### config.mk
export PLATFORM = sky130hd
export DESIGN_NAME = display_scanner
export DESIGN_NICKNAME = d
export VERILOG_FILES = /design/src/rtl/display_scanner.sv
export SDC_FILE = /design/constraint.sdc
export NUM_CORES = 1
export LEC_CHECK = 0
export BUFFER_PORTS_ARGS = -buffer_cell sky130_fd_sc_hd__buf_2
export CORE_MARGIN = 3
export CORE_UTILIZATION = 60
export DETAILED_ROUTE_END_ITERATION = 8
export PLACE_DENSITY = 0.81
export REMOVE_ABC_BUFFERS = 1
export SETUP_SLACK_MARGIN = 0.02
export SYNTH_ARGS = -nofsm -noshare
export SYNTH_HDL_FRONTEND = slang
export SYNTH_SLANG_ARGS = --single-unit
### constraint.sdc
create_clock -name clk -period 3.2 [get_ports clk]
set_clock_uncertainty 0.05 [all_clocks]
set_input_delay 0.48 -clock clk [delete_from_list [all_inputs] [get_ports clk]]
set_output_delay 0.48 -clock clk [all_outputs]
set_load 0.05 [all_outputs]
### src/rtl/display_scanner.sv
// Time-multiplexed scanner for a 4-digit common-anode 7-segment display.
// Walks the buffer slots via muxd, decodes each returned byte and lights one anode at a time.
module display_scanner #(
   parameter int PRESCALE = 50000,
   parameter int CNT_W    = 20
) (
   input  logic             clk,
   input  logic             rst_n,
   input  logic             en,
   input  logic [7:0]       salida,
   output logic [1:0]       muxd,
   output logic [3:0]       an,
   output logic [6:0]       seg,
   output logic             dp,
   output logic             frame_done
);

   typedef enum logic [1:0] {BLANK, WAIT, SHOW} state_t;

   localparam logic [CNT_W-1:0] LAST = CNT_W'(PRESCALE - 1);
   localparam logic [CNT_W-1:0] ONE  = CNT_W'(1);

   state_t           state;
   logic [1:0]       digit;
   logic [CNT_W-1:0] cnt;
   logic             fd_q;

   // Hex nibble to active-high {g,f,e,d,c,b,a}; inverted at the register for the common-anode part.
   function automatic logic [6:0] hex_to_seg(input logic [3:0] h);
      logic [6:0] s;
      case (h)
         4'h0: s = 7'h3F;
         4'h1: s = 7'h06;
         4'h2: s = 7'h5B;
         4'h3: s = 7'h4F;
         4'h4: s = 7'h66;
         4'h5: s = 7'h6D;
         4'h6: s = 7'h7D;
         4'h7: s = 7'h07;
         4'h8: s = 7'h7F;
         4'h9: s = 7'h6F;
         4'hA: s = 7'h77;
         4'hB: s = 7'h7C;
         4'hC: s = 7'h39;
         4'hD: s = 7'h5E;
         4'hE: s = 7'h79;
         default: s = 7'h71;
      endcase
      return s;
   endfunction

   always_ff @(posedge clk) begin
      if (!rst_n) begin
         state <= BLANK;
         digit <= 2'd0;
         cnt   <= '0;
         an    <= 4'hF;
         seg   <= 7'h7F;
         dp    <= 1'b1;
         fd_q  <= 1'b0;
      end else if (!en) begin
         state <= BLANK;
         cnt   <= '0;
         an    <= 4'hF;
         fd_q  <= 1'b0;
      end else begin
         case (state)
            BLANK: begin
               state <= WAIT;
               an    <= 4'hF;
               fd_q  <= 1'b0;
            end
            // salida now reflects muxd; capture it so the lit digit never glitches.
            WAIT: begin
               state <= SHOW;
               cnt   <= '0;
               seg   <= ~hex_to_seg(salida[3:0]);
               dp    <= ~salida[7];
               an    <= ~(4'b0001 << digit);
               fd_q  <= (digit == 2'd3) && (LAST == '0);
            end
            SHOW: begin
               if (cnt == LAST) begin
                  state <= BLANK;
                  cnt   <= '0;
                  digit <= digit + 2'd1;
                  an    <= 4'hF;
                  fd_q  <= 1'b0;
               end else begin
                  cnt   <= cnt + ONE;
                  fd_q  <= (digit == 2'd3) && ((cnt + ONE) == LAST);
               end
            end
            default: begin
               state <= BLANK;
               an    <= 4'hF;
               fd_q  <= 1'b0;
            end
         endcase
      end
   end

   assign muxd = digit;
   // Gated so an en drop or reset landing on the final SHOW cycle cannot leak a pulse.
   assign frame_done = fd_q & en & rst_n;

endmodule

==> out/qor.csv <==
stage,metric,value,unit
logic_synthesis,YS warnings,0,
setup_path,WS Path Type,reg2reg,
grt,antenna violations before repair,0,
timing,RSZ-0062 raised after global routing,no,
final_layout,# diodes,0,
route,via/cell ratio,6.19,
place,Post-Place Setup Slack,586,ps
grt,vias in the first global route,1958,
floorplan,width of the chip,68.8,µm
timing,Worst Tran Pin Value,1200,ps
power_and_ir_drop,pwr/cell area,376,nW/µm²
final_layout,Util after Layout,68.6,%
logic_synthesis,Gate Count Post-Synth,291,
route,routed wire length,5290,µm
setup_path,Reg2Reg Depth,6,
grt,met3 usage,5.51,%
floorplan,die area,4740,µm²
clock_tree,CTS Hold Bufs,0,
timing,"Hold Vio Cnt, Final",0,
clock_tree,CTS root buffer,clkbuf_8,
route,initial drt markers,201,
logic_synthesis,post-synth top area cell,dfxtp_1,
final_layout,share of cells above drive strength 1,13.7,%
worst_hold_path,Hold Crit Endpoint,dp$_SDFFE_PN1P_,
clock_tree,clock-pin transition on the worst setup and hold timing paths,80,ps
timing,Post-Route Setup TNS,0,ps
grt,met2 usage,39.3,%
setup_path,Worst Path Required,3340,ps
setup_path,CP bufs+invs,0,
setup_path,"Data arrival, critical path",2780,ps
logic_synthesis,top-area cell type share of the netlist area,31.3,%
logic_synthesis,sequential fraction of the synthesis area,31.3,%
logic_synthesis,Post-synth EDFFs,0,
power_and_ir_drop,Design Power,0.000967,W
flow_run,maxcap violations,0,
setup_path,CP max-delay cell,a21oi_1,
place,GPL Wtd Cong,0.929,
setup_path,Worst R2R End,cnt[13]$_SDFFE_PN0P_,
final_layout,"commonest non-fill, non-tap cell in the layout",dfxtp_1,
clock_tree,clock latency on the worst-skew pair,290,ps
route,WL per Instance,15.2,µm
clock_tree,Post-CTS Setup Bufs,0,
place,post-DP HPWL,3690,µm
final_layout,final non-filler cell total,348,
final_layout,Final #Nets,326,
route,DR vias,2153,
setup_path,FF-to-FF Start,cnt[0]$_SDFFE_PN0P_,
grt,first-pass GRT wire length,9090,µm
setup_path,crit end category,flip-flop,
worst_hold_path,hold path start,salida[7],
setup_path,R2R Setup Slk,560,ps
timing,period utilization,82.5,%
timing,Final Max Slew Viols,0,
setup_path,CP Launch Type,flip-flop,
setup_path,CP max stage delay,940,ps
timing,Final setup violation count,0,
final_layout,# fillers,336,
run_status,status,finished clean,
grt,Overflow after GRT,0,
place,port bufs,22,
route,drt pass-1 iters,4,
logic_synthesis,unique cell type count in the Yosys netlist,48,
clock_tree,H-tree Lvls,2,
route,DRC,0,
logic_synthesis,number of synthesized register bits,37,
final_layout,most frequent cells in the layout,"dfxtp_1 (37), nand2_1 (31), buf_2 (22), nor2_1 (19), a21oi_1 (18)",
floorplan,Core ar.,3740,µm²
logic_synthesis,async set-or-reset flop fraction in the synthesized netlist,0,%
floorplan,Initial Util,63.3,%
setup_path,CP max FO,14,
clock_tree,# resized after CTS,0,
floorplan,Site Rows,22,
grt,largest net degree at the start of global routing,24,
logic_synthesis,"Top FF cell, synth",dfxtp_1,
route,DRT antenna net count,0,
floorplan,I/O pin cnt,26,
clock_tree,Sink Count,37,
timing,final worst setup slack,560,ps
logic_synthesis,"top cells by area, synth","dfxtp_1 (31%), ha_1 (7.9%), nand2_1 (4.9%)",
floorplan,Die H,68.8,µm
worst_hold_path,worst hold path class,in2reg,
clock_tree,CTS tree,done,
place,placed cells,341,
worst_hold_path,hold-critical path depth,2,
power_and_ir_drop,worst vdd ir,0.240,mV
grt,total track usage,24.9,%
timing,fmax,0.379,GHz
grt,M1 GR Usage,35.0,%
timing,minimum clock period,2640,ps
final_layout,synth-to-layout area growth,8.50,%
setup_path,critical path's top delay family,compound AO/OA/AOI/OAI gates,
logic_synthesis,synthesized area,2370,µm²
power_and_ir_drop,Leak,0.989,nW
logic_synthesis,Post-Syn Area per Cell,8.14,µm²
clock_tree,deepest clock path buffer count,2,
clock_tree,CTS Buf Count,5,
setup_path,CP Cell Sequence,"ha_1, nand3_1, nor2_1, a21oi_1, a41oi_1, a311oi_1",
timing,Slew HR,20.1,%
grt,most used routing layer,met2,
metal layers:
metal | wire length, µm | part of all wire [%]
met1 | 2490 | 47
met2 | 2380 | 45
met3 | 343 | 6.5
met4 | 72 | 1.4
met5 | 0 | 0
Yosys cell counts, drive strengths merged (4+ instances only):
cell,instances
and2,4
nand4,9
nand2,31
inv,11
a21oi,18
dfxtp,37
xor2,5
buf,11
mux2i,6
o211ai,9
ha,15
a311oi,7
xnor2,5
clkbuf,13
and3,7
nor3,9
and4,6
o21ai,9
nor2,19
nand2b,6
nand3,13
nor4,4
a31oi,7
flip-flops by register name, indices dropped and copies added (netlist names):
signal	count
fd_q	1
state	2
seg	7
dp	1
cnt	20
an	4
muxd	2
where the power goes:
group / switching, W / total [W] / internal, W
sequential: 0.00000373 / 0.000471 / 0.000467
clock: 0.000168 / 0.000395 / 0.000227
combinational: 0.0000697 / 0.000101 / 0.0000315
total: 0.000241 / 0.000967 / 0.000725
per-stage QoR:
stage / cell area [µm²] / hold WS, ps
after floorplan: 2270 / 399
after global placement: 2470 / 402
after detailed placement: 2470 / 411
after CTS: 2570 / 352
after global routing: 2570 / 351
final: 2570 / 348
worst reg2reg max path, cell delays in order, from the launching register on:
cell and delay, ps:
dfxtp_1 360, ha_1 270, nand3_1 230, nor2_1 150
a21oi_1 940, a41oi_1 250, a311oi_1 300
cell type report:
| cell class | instances | area [µm²] | share of cell area [%] |
|---|---|---|---|
| well taps | 48 | 60.1 | 2.34 |
| inverters | 11 | 41.3 | 1.61 |
| clock inverters | 2 | 35.0 | 1.36 |
| flip-flops and latches | 37 | 741 | 28.8 |
| clock buffers | 5 | 68.8 | 2.68 |
| multi-input cells | 219 | 1480 | 57.7 |
| repair buffers | 26 | 140 | 5.45 |
worst max path at each step:
stage | start | to | slack, ps | depth (start not counted)
finish | cnt[0]$_SDFFE_PN0P_ | cnt[13]$_SDFFE_PN0P_ | 560 | 6
detailed placement | cnt[0]$_SDFFE_PN0P_ | cnt[13]$_SDFFE_PN0P_ | 590 | 6
floorplan | state[0]$_SDFFE_PN0P_ | cnt[13]$_SDFFE_PN0P_ | 960 | 6
global route | cnt[1]$_SDFFE_PN0P_ | cnt[13]$_SDFFE_PN0P_ | 360 | 6
global placement | cnt[0]$_SDFFE_PN0P_ | cnt[13]$_SDFFE_PN0P_ | 660 | 6
CTS | cnt[0]$_SDFFE_PN0P_ | cnt[13]$_SDFFE_PN0P_ | 580 | 6
cells by family (layout without fill, tap and decap cells):
logic type      after synthesis  in the layout  share of synthesized area [%]
xor+xnor                     10             10                           3.70
flops                        37             37                           31.3
mux                           8              8                           3.96
compound gates               67             67                           19.5
fa+ha+maj                    15             15                           7.92
buf+inv                      35             44                           6.08
simple gates                119            119                           27.5
No activity file was read; power rests on OpenSTA's default activity.
